--- src/rtl/bram_arbiter.sv ---
`default_nettype none
// ---------------------------------------------------------------------------
// bram_arbiter: three-port req/gnt arbiter in front of a single-port BRAM,
// in-order read return. Define BRAM_ARB_RR_EN for round-robin priority.
// Rev 1.0
// ---------------------------------------------------------------------------
module bram_arbiter #(
  parameter int ADDR_W = 19,
  parameter int DATA_W = 32,
  parameter int RD_LAT = 2
) (
  input  logic                clk,
  input  logic                rstn,
  input  logic                hold,
  input  logic [2:0]          req,
  input  logic [2:0]          we,
  input  logic [3*ADDR_W-1:0] addr,
  input  logic [3*DATA_W-1:0] wdata,
  output logic [2:0]          gnt,
  output logic [2:0]          rvalid,
  output logic [DATA_W-1:0]   rdata,
  output logic                bram_en,
  output logic                bram_we,
  output logic [ADDR_W-1:0]   bram_addr,
  output logic [DATA_W-1:0]   bram_wdata,
  input  logic [DATA_W-1:0]   bram_rdata
);

  typedef struct packed {
    logic       vld;
    logic [1:0] port;
  } rd_tag_t;

  logic [2:0]        gnt_q, gnt_d;
  logic              bram_en_q, bram_en_d;
  logic              bram_we_q, bram_we_d;
  logic [ADDR_W-1:0] bram_addr_q, bram_addr_d;
  logic [DATA_W-1:0] bram_wdata_q, bram_wdata_d;
  rd_tag_t           pipe_q [RD_LAT];
  rd_tag_t           pipe_d [RD_LAT];

  logic [2:0] elig;
  logic [1:0] win;
  logic       found;
  logic       grant;
  logic [1:0] gnt_port;

  // A port is masked during its own grant cycle so a held req is not re-issued.
  assign elig  = req & ~gnt_q;
  assign grant = found & ~hold;

`ifdef BRAM_ARB_RR_EN
  logic [1:0] ptr_q, ptr_d;
  logic [2:0] sum;

  always_comb begin
    found = 1'b0;
    win   = 2'd0;
    sum   = 3'd0;
    for (int k = 0; k < 3; k++) begin
      sum = {1'b0, ptr_q} + 3'(k);
      if (sum >= 3'd3) sum = sum - 3'd3;
      if (!found && elig[sum[1:0]]) begin
        found = 1'b1;
        win   = sum[1:0];
      end
    end
  end

  always_comb begin
    ptr_d = ptr_q;
    if (grant) ptr_d = (win == 2'd2) ? 2'd0 : win + 2'd1;
  end

  always_ff @(posedge clk) begin
    if (!rstn) ptr_q <= 2'd1;
    else       ptr_q <= ptr_d;
  end
`else
  always_comb begin
    found = 1'b1;
    win   = 2'd0;
    if      (elig[1]) win = 2'd1;
    else if (elig[0]) win = 2'd0;
    else if (elig[2]) win = 2'd2;
    else              found = 1'b0;
  end
`endif

  assign gnt_port = gnt_q[2] ? 2'd2 : (gnt_q[1] ? 2'd1 : 2'd0);

  always_comb begin
    gnt_d        = 3'b000;
    bram_en_d    = 1'b0;
    bram_we_d    = 1'b0;
    bram_addr_d  = bram_addr_q;
    bram_wdata_d = bram_wdata_q;
    if (grant) begin
      gnt_d        = 3'b001 << win;
      bram_en_d    = 1'b1;
      bram_we_d    = we[win];
      bram_addr_d  = addr[win*ADDR_W +: ADDR_W];
      bram_wdata_d = wdata[win*DATA_W +: DATA_W];
    end
    // Tag enters the pipe the cycle after bram_en, so its last stage lines up with C+RD_LAT.
    pipe_d[0].vld  = bram_en_q & ~bram_we_q;
    pipe_d[0].port = gnt_port;
    for (int i = 1; i < RD_LAT; i++) pipe_d[i] = pipe_q[i-1];
  end

  always_ff @(posedge clk) begin
    if (!rstn) begin
      gnt_q        <= 3'b000;
      bram_en_q    <= 1'b0;
      bram_we_q    <= 1'b0;
      bram_addr_q  <= '0;
      bram_wdata_q <= '0;
      for (int i = 0; i < RD_LAT; i++) begin
        pipe_q[i].vld  <= 1'b0;
        pipe_q[i].port <= 2'd0;
      end
    end else begin
      gnt_q        <= gnt_d;
      bram_en_q    <= bram_en_d;
      bram_we_q    <= bram_we_d;
      bram_addr_q  <= bram_addr_d;
      bram_wdata_q <= bram_wdata_d;
      for (int i = 0; i < RD_LAT; i++) pipe_q[i] <= pipe_d[i];
    end
  end

  assign gnt        = gnt_q;
  assign bram_en    = bram_en_q;
  assign bram_we    = bram_we_q;
  assign bram_addr  = bram_addr_q;
  assign bram_wdata = bram_wdata_q;
  assign rvalid     = pipe_q[RD_LAT-1].vld ? (3'b001 << pipe_q[RD_LAT-1].port) : 3'b000;
  assign rdata      = bram_rdata;

endmodule
`default_nettype wire

--- config.mk ---
export PLATFORM = sky130hd
export DESIGN_NAME = bram_arbiter
export DESIGN_NICKNAME = d
export VERILOG_FILES = /design/src/rtl/bram_arbiter.sv
export SDC_FILE = /design/constraint.sdc
export NUM_CORES = 1
export LEC_CHECK = 0
export ABC_AREA = 1
export BUFFER_PORTS_ARGS = -buffer_cell sky130_fd_sc_hd__buf_2
export CORE_MARGIN = 4
export CORE_UTILIZATION = 38
export CTS_BUF_LIST = sky130_fd_sc_hd__clkbuf_16
export CTS_CLUSTER_DIAMETER = 80
export DETAILED_ROUTE_END_ITERATION = 10
export PLACE_DENSITY_LB_ADDON = 0.05
export SLEW_MARGIN = 20
export SYNTH_ARGS = -nofsm -noshare
export SYNTH_HDL_FRONTEND = slang
export SYNTH_SLANG_ARGS = --single-unit
--- constraint.sdc ---
create_clock -name clk -period 1.2 [get_ports clk]
set_clock_uncertainty 0.1 [all_clocks]
set_input_delay 0.06 -clock clk [delete_from_list [all_inputs] [get_ports clk]]
set_output_delay 0.06 -clock clk [all_outputs]
set_load 0.02 [all_outputs]
Yosys cells after proc, flatten, opt, wreduce, memory -nomap -nowiden
Memory sizes are Yosys's and may differ from the RTL's.
Index checks and enable logic that the tools add are counted.
- bits in registers: 56
- bits in writable memories: 6
- input bits: 194
- output and inout bits: 91
- word-level logic and storage cells: 37
- memories kept: 1
- $mul: 1
- magnitude comparators: 1
- shift operators: 4
- mux-type cells: 16
- bitwise gates (word level): 8
- reduce and logical (&&, ||, !) cells: 1
- memories (memory ; depth ; bits a word ; rd ports ; clocked after memory_dff ; wr ports ; line ; text):
    pipe_q ; 2 ; 3 ; 2 ; 0 ; 2 ; 39 ; rd_tag_t pipe_q [RD_LAT];
- operators by type and width (cell ; count):
    $shiftx A96 B8 Y32 ; 1
    $shiftx A57 B8 Y19 ; 1
    $mux W3 ; 3
    $mux W1 ; 8
    $mux W2 ; 4
    $mul A2 B5 Y7 const B ; 1
    $shl A1 B2 Y3 const A ; 2
    $and A3 B3 Y3 ; 1
    $lt A2 B3 Y1 const B ; 1
    $not A3 Y3 ; 1
    $and A1 B1 Y1 ; 2
    $bmux W1 S2 ; 1
    $not A1 Y1 ; 2
    $or A1 B1 Y1 ; 2
    $reduce_and A2 Y1 ; 1

Logic depth before layout (Yosys ltp)
- depth in word-level cells: 7
- gate-level depth with buffers: 9
- mapped depth without buffers: 8

Least setup slack after synthesis
OpenSTA, ideal clock, no wires.
- kind: register to register
- start point: reg gnt_q[0] (netlist: gnt[0])
- end point: reg bram_wdata_q[22] (netlist: bram_wdata[22])
- setup time: 0.109 ns
- data arrival time: 1.230 ns
- required time: 0.991 ns
- slack: -0.238 ns
- stages on the path, launching flop included: 9
- path buffers: 1
- clock period less this slack: 1.438 ns
- cells stage by stage: dfxtp_1 > inv_1 > nand2_1 > nand3_2 > buf_2 > nand2_1 > nand3_1 > nand2_1 > inv_1
- longest elaborated chain between the ends: 5
- elaborated cells on any way between the ends: 8
- classes of those cells: shift: 1; mux: 4; bitwise: 3
- ends and longest elaborated chain (element ; line ; text):
    from (decl) ; 34 ; logic [2:0] gnt_q, gnt_d;
    from (signal assigned) ; 123 ; gnt_q <= gnt_d;
    $not A3 Y3 * ; 49 ; assign elig = req & ~gnt_q;
    $and A3 B3 Y3 * ; 49 ;
    $mux W2 or $mux W1 (tied branches) ; 84 ; else if (elig[0]) win = 2'd0;
    $mux W2 or $mux W1 (tied branches) ; 83 ; if (elig[1]) win = 2'd1;
    $shiftx A96 B8 Y32 or $and A1 B1 Y1 (tied branches) ; 103, 50 ;
    to (signal assigned) ; 127 ; bram_wdata_q <= bram_wdata_d;
    to (decl) ; 38 ; logic [DATA_W-1:0] bram_wdata_q, bram_wdata_d;
Mark *: on every way between the ends. The rest lies on a longest branch, timed or not.
A chain may end at the register's enable or synchronous reset.

Worst setup path in the final report
- start point: reg gnt_q[1] (netlist: gnt[1])
- end point: reg bram_wdata_q[0] (netlist: bram_wdata[0])
- longest elaborated chain between the ends: 4
- elaborated cells on any way between the ends: 6
- classes of those cells: shift: 1; mux: 2; bitwise: 3
- ends and longest elaborated chain (element ; line):
    $not A3 Y3 * ; 49
    $and A3 B3 Y3 * ; 49
    $mux W2 or $mux W1 (tied branches) ; 83
    $shiftx A96 B8 Y32 or $and A1 B1 Y1 (tied branches) ; 103, 50
Marked as above.

==> impl_metrics.yaml <==
placement:
  dp_slack_ps: -212
  dpl.cell_count: 1001
  portBuffers: 220
  gp_congestion: 0.831
  dpl.hpwl_um: 10700
logic_synthesis:
  synth_edf_count: 0
  syn-num-nets: 896
  synth_warnings: 0
  synth_top_area_share_pct: 29.6
  ys_seq_area_share_pct: 29.6
  synthCells: 702
  ys_types: 20
  syn_area_um2: 4200
  syn_area_per_cell_um2: 5.98
  synth_flop_cell: "dfxtp_1"
  yosysTopAreaCell: "dfxtp_1"
  async_flop_share_pct: 0
  synth_seq_cells: 62
  synth.area.top_cells: "dfxtp_1 (30%), nand2_1 (20%), nand3_1 (12%)"
cells_and_area:
  layout-drive-gt1-share_pct: 35.1
  fin_cells: 1047
  fin_nets: 1096
  multi_input_area_um2: 2190
  utilization_pct: 56.6
  fillCellCount: 1109
  final_common_cell: "buf_2"
  final_cell_mix: "buf_2 (218), nand2_1 (214), inv_1 (111)"
  n_antenna_cell: 0
  synthToLayoutAreaGrowth_pct: 46.1
  register_area_um2: 1250
outcome:
  outcome: "finished, violations left"
  violations: "negative setup slack"
clocking:
  clkLatencyLatePin_ps: 330
  cts-htree-levels: 3
  cts_root_buf: "clkbuf_16"
  cts_tree: "built"
  clockBufferDepth: 2
  cts_made_buffers: 9
  clk_pin_slew_ps: 60
  clock_sinks: 62
min_path:
  hp-class: "primary input to flip-flop"
  hold_depth: 5
critical_path:
  cp_max_fo: 13
  crit_type: "flip-flop to flip-flop"
  critPathLaunchType: "flip-flop"
  r2r_cells: 8
  arrival_ps: 1460
  required_ps: 1330
  critPathCaptureType: "flip-flop"
  r2r_slack_ps: -130
floorplanning:
  die_h_um: 113
  coreArea_um2: 10800
  io_pins: 285
  start_util_pct: 38.7
  fp.dieArea_um2: 12800
  num_rows: 38
  die_w_um: 113
sta:
  fin_setup_tns_ps: -5450
  max_freq_mhz: 750
  tightest_slew_ps: 299
  setup_viol: 55
  relSlewSlack_pct: 80.1
  hold_violations: 0
  rsz0062_at_grt: "true"
  finalCritPeriodShare_pct: 111
  setup_slack_ps: -134
  finalCriticalPeriod_ps: 1330
  slew_viol_final: 0
routing:
  wl_per_cell_um: 14.8
  via_per_inst: 4.88
  wl_um: 15500
  antenna_left: 0
  vias: 5108
  drc: 0
  dr.pass1.iters: 4
  drtIter0Drc: 302
global_routing:
  grt_antenna_before_repair: 0
  grt_max_degree: 52
  grt_pass1_vias: 5045
  gr-total-overflow: 0
  grt_use_total_pct: 22.7
  grt_pass1_wl_um: 23700
power:
  power_density_nw_per_um2: 1150
  leakagePower_nw: 3.52
  ir_drop_uv: 748
job:
  drv_cap: 0
-- worst max-delay path, cell delays in order, from the launching register on --
cell	delay [ps]
dfxtp_4	360
inv_6	40
nand2_8	90
nand3_4	120
nand2_8	160
buf_12	180
a21oi_1	80
nand2_1	60
inv_1	40
-- where the power goes --
part | switching (W) | internal, W
clock | 0.000963 | 0.00180
sequential | 0.0000889 | 0.00222
combinational | 0.00116 | 0.000803
-- cell families (layout without fill, tap and decap cells) --
logic type	Yosys count	after routing	share of synthesized area, %
simple gates	385	386	41.8
buf+inv	203	407	22.4
flops	62	62	29.6
compound gates	52	52	6.20
-- per-stage QoR --
| step | hold slack (ps) | instance area (um2) | power [W] |
|---|---|---|---|
| finish | 8.39 | 6130 | 0.00704 |
| global route | 19.3 | 6130 | 0.00740 |
| CTS | 0.401 | 5890 | 0.00696 |
| detailed placement | 20.1 | 5310 | 0.00412 |
| global placement | 20.1 | 5310 | 0.00410 |
| floorplan | 53.5 | 4360 | 0.00361 |
-- path summary, 6_finish.rpt --
path / from / to
setup / recovery: gnt[1] / bram_wdata[0]
hold reg to reg: bram_we / pipe_q[0][2]
hold / removal: addr[38] / bram_addr[0]
setup reg to reg: gnt[1] / bram_wdata[0]
-- registers in the layout (all words and copies together) (netlist names) --
register    count
bram_wdata     32
bram_addr      19
pipe_q          6
gnt             3
bram_en         1
bram_we         1
-- cell usage after synthesis, types with 2 or more instances --
library cell  number
clkbuf_1          13
buf_4             34
buf_2             34
a21oi_1           52
nor3_1             2
nor2_1             4
nand3_1          103
inv_2              4
buf_1              3
dfxtp_1           62
nand4_1           51
nand2_1          218
inv_1            114
nand3_2            2
-- per-layer routing --
layer	global-route usage (%)	part of all wire, %
met3	4.44	7.3
met4	8.97	1.8
met2	41.3	50
met5	0	0
met1	26.1	41
-- layout make-up --
class / count / share of cell area (%)
clock buffer: 9 / 3.67
clock inverter: 7 / 1.45
inverter: 118 / 7.73
multi-input combinational: 438 / 35.7
sequential: 62 / 20.4
tap: 140 / 2.86
timing repair buffer: 272 / 27.9
timing repair inverter: 1 / 0.265
-- timing repair --
item                                    CTS  global route
gates resized for setup                  12            37
hold buffers                             24             0
endpoints found under the setup margin   55            58
endpoints found under the hold margin    26             0
gates cloned                              0             5
buffers inserted                          0             1
pin swaps                                 2             2
Note: power is estimated with default switching activity, not from simulation.
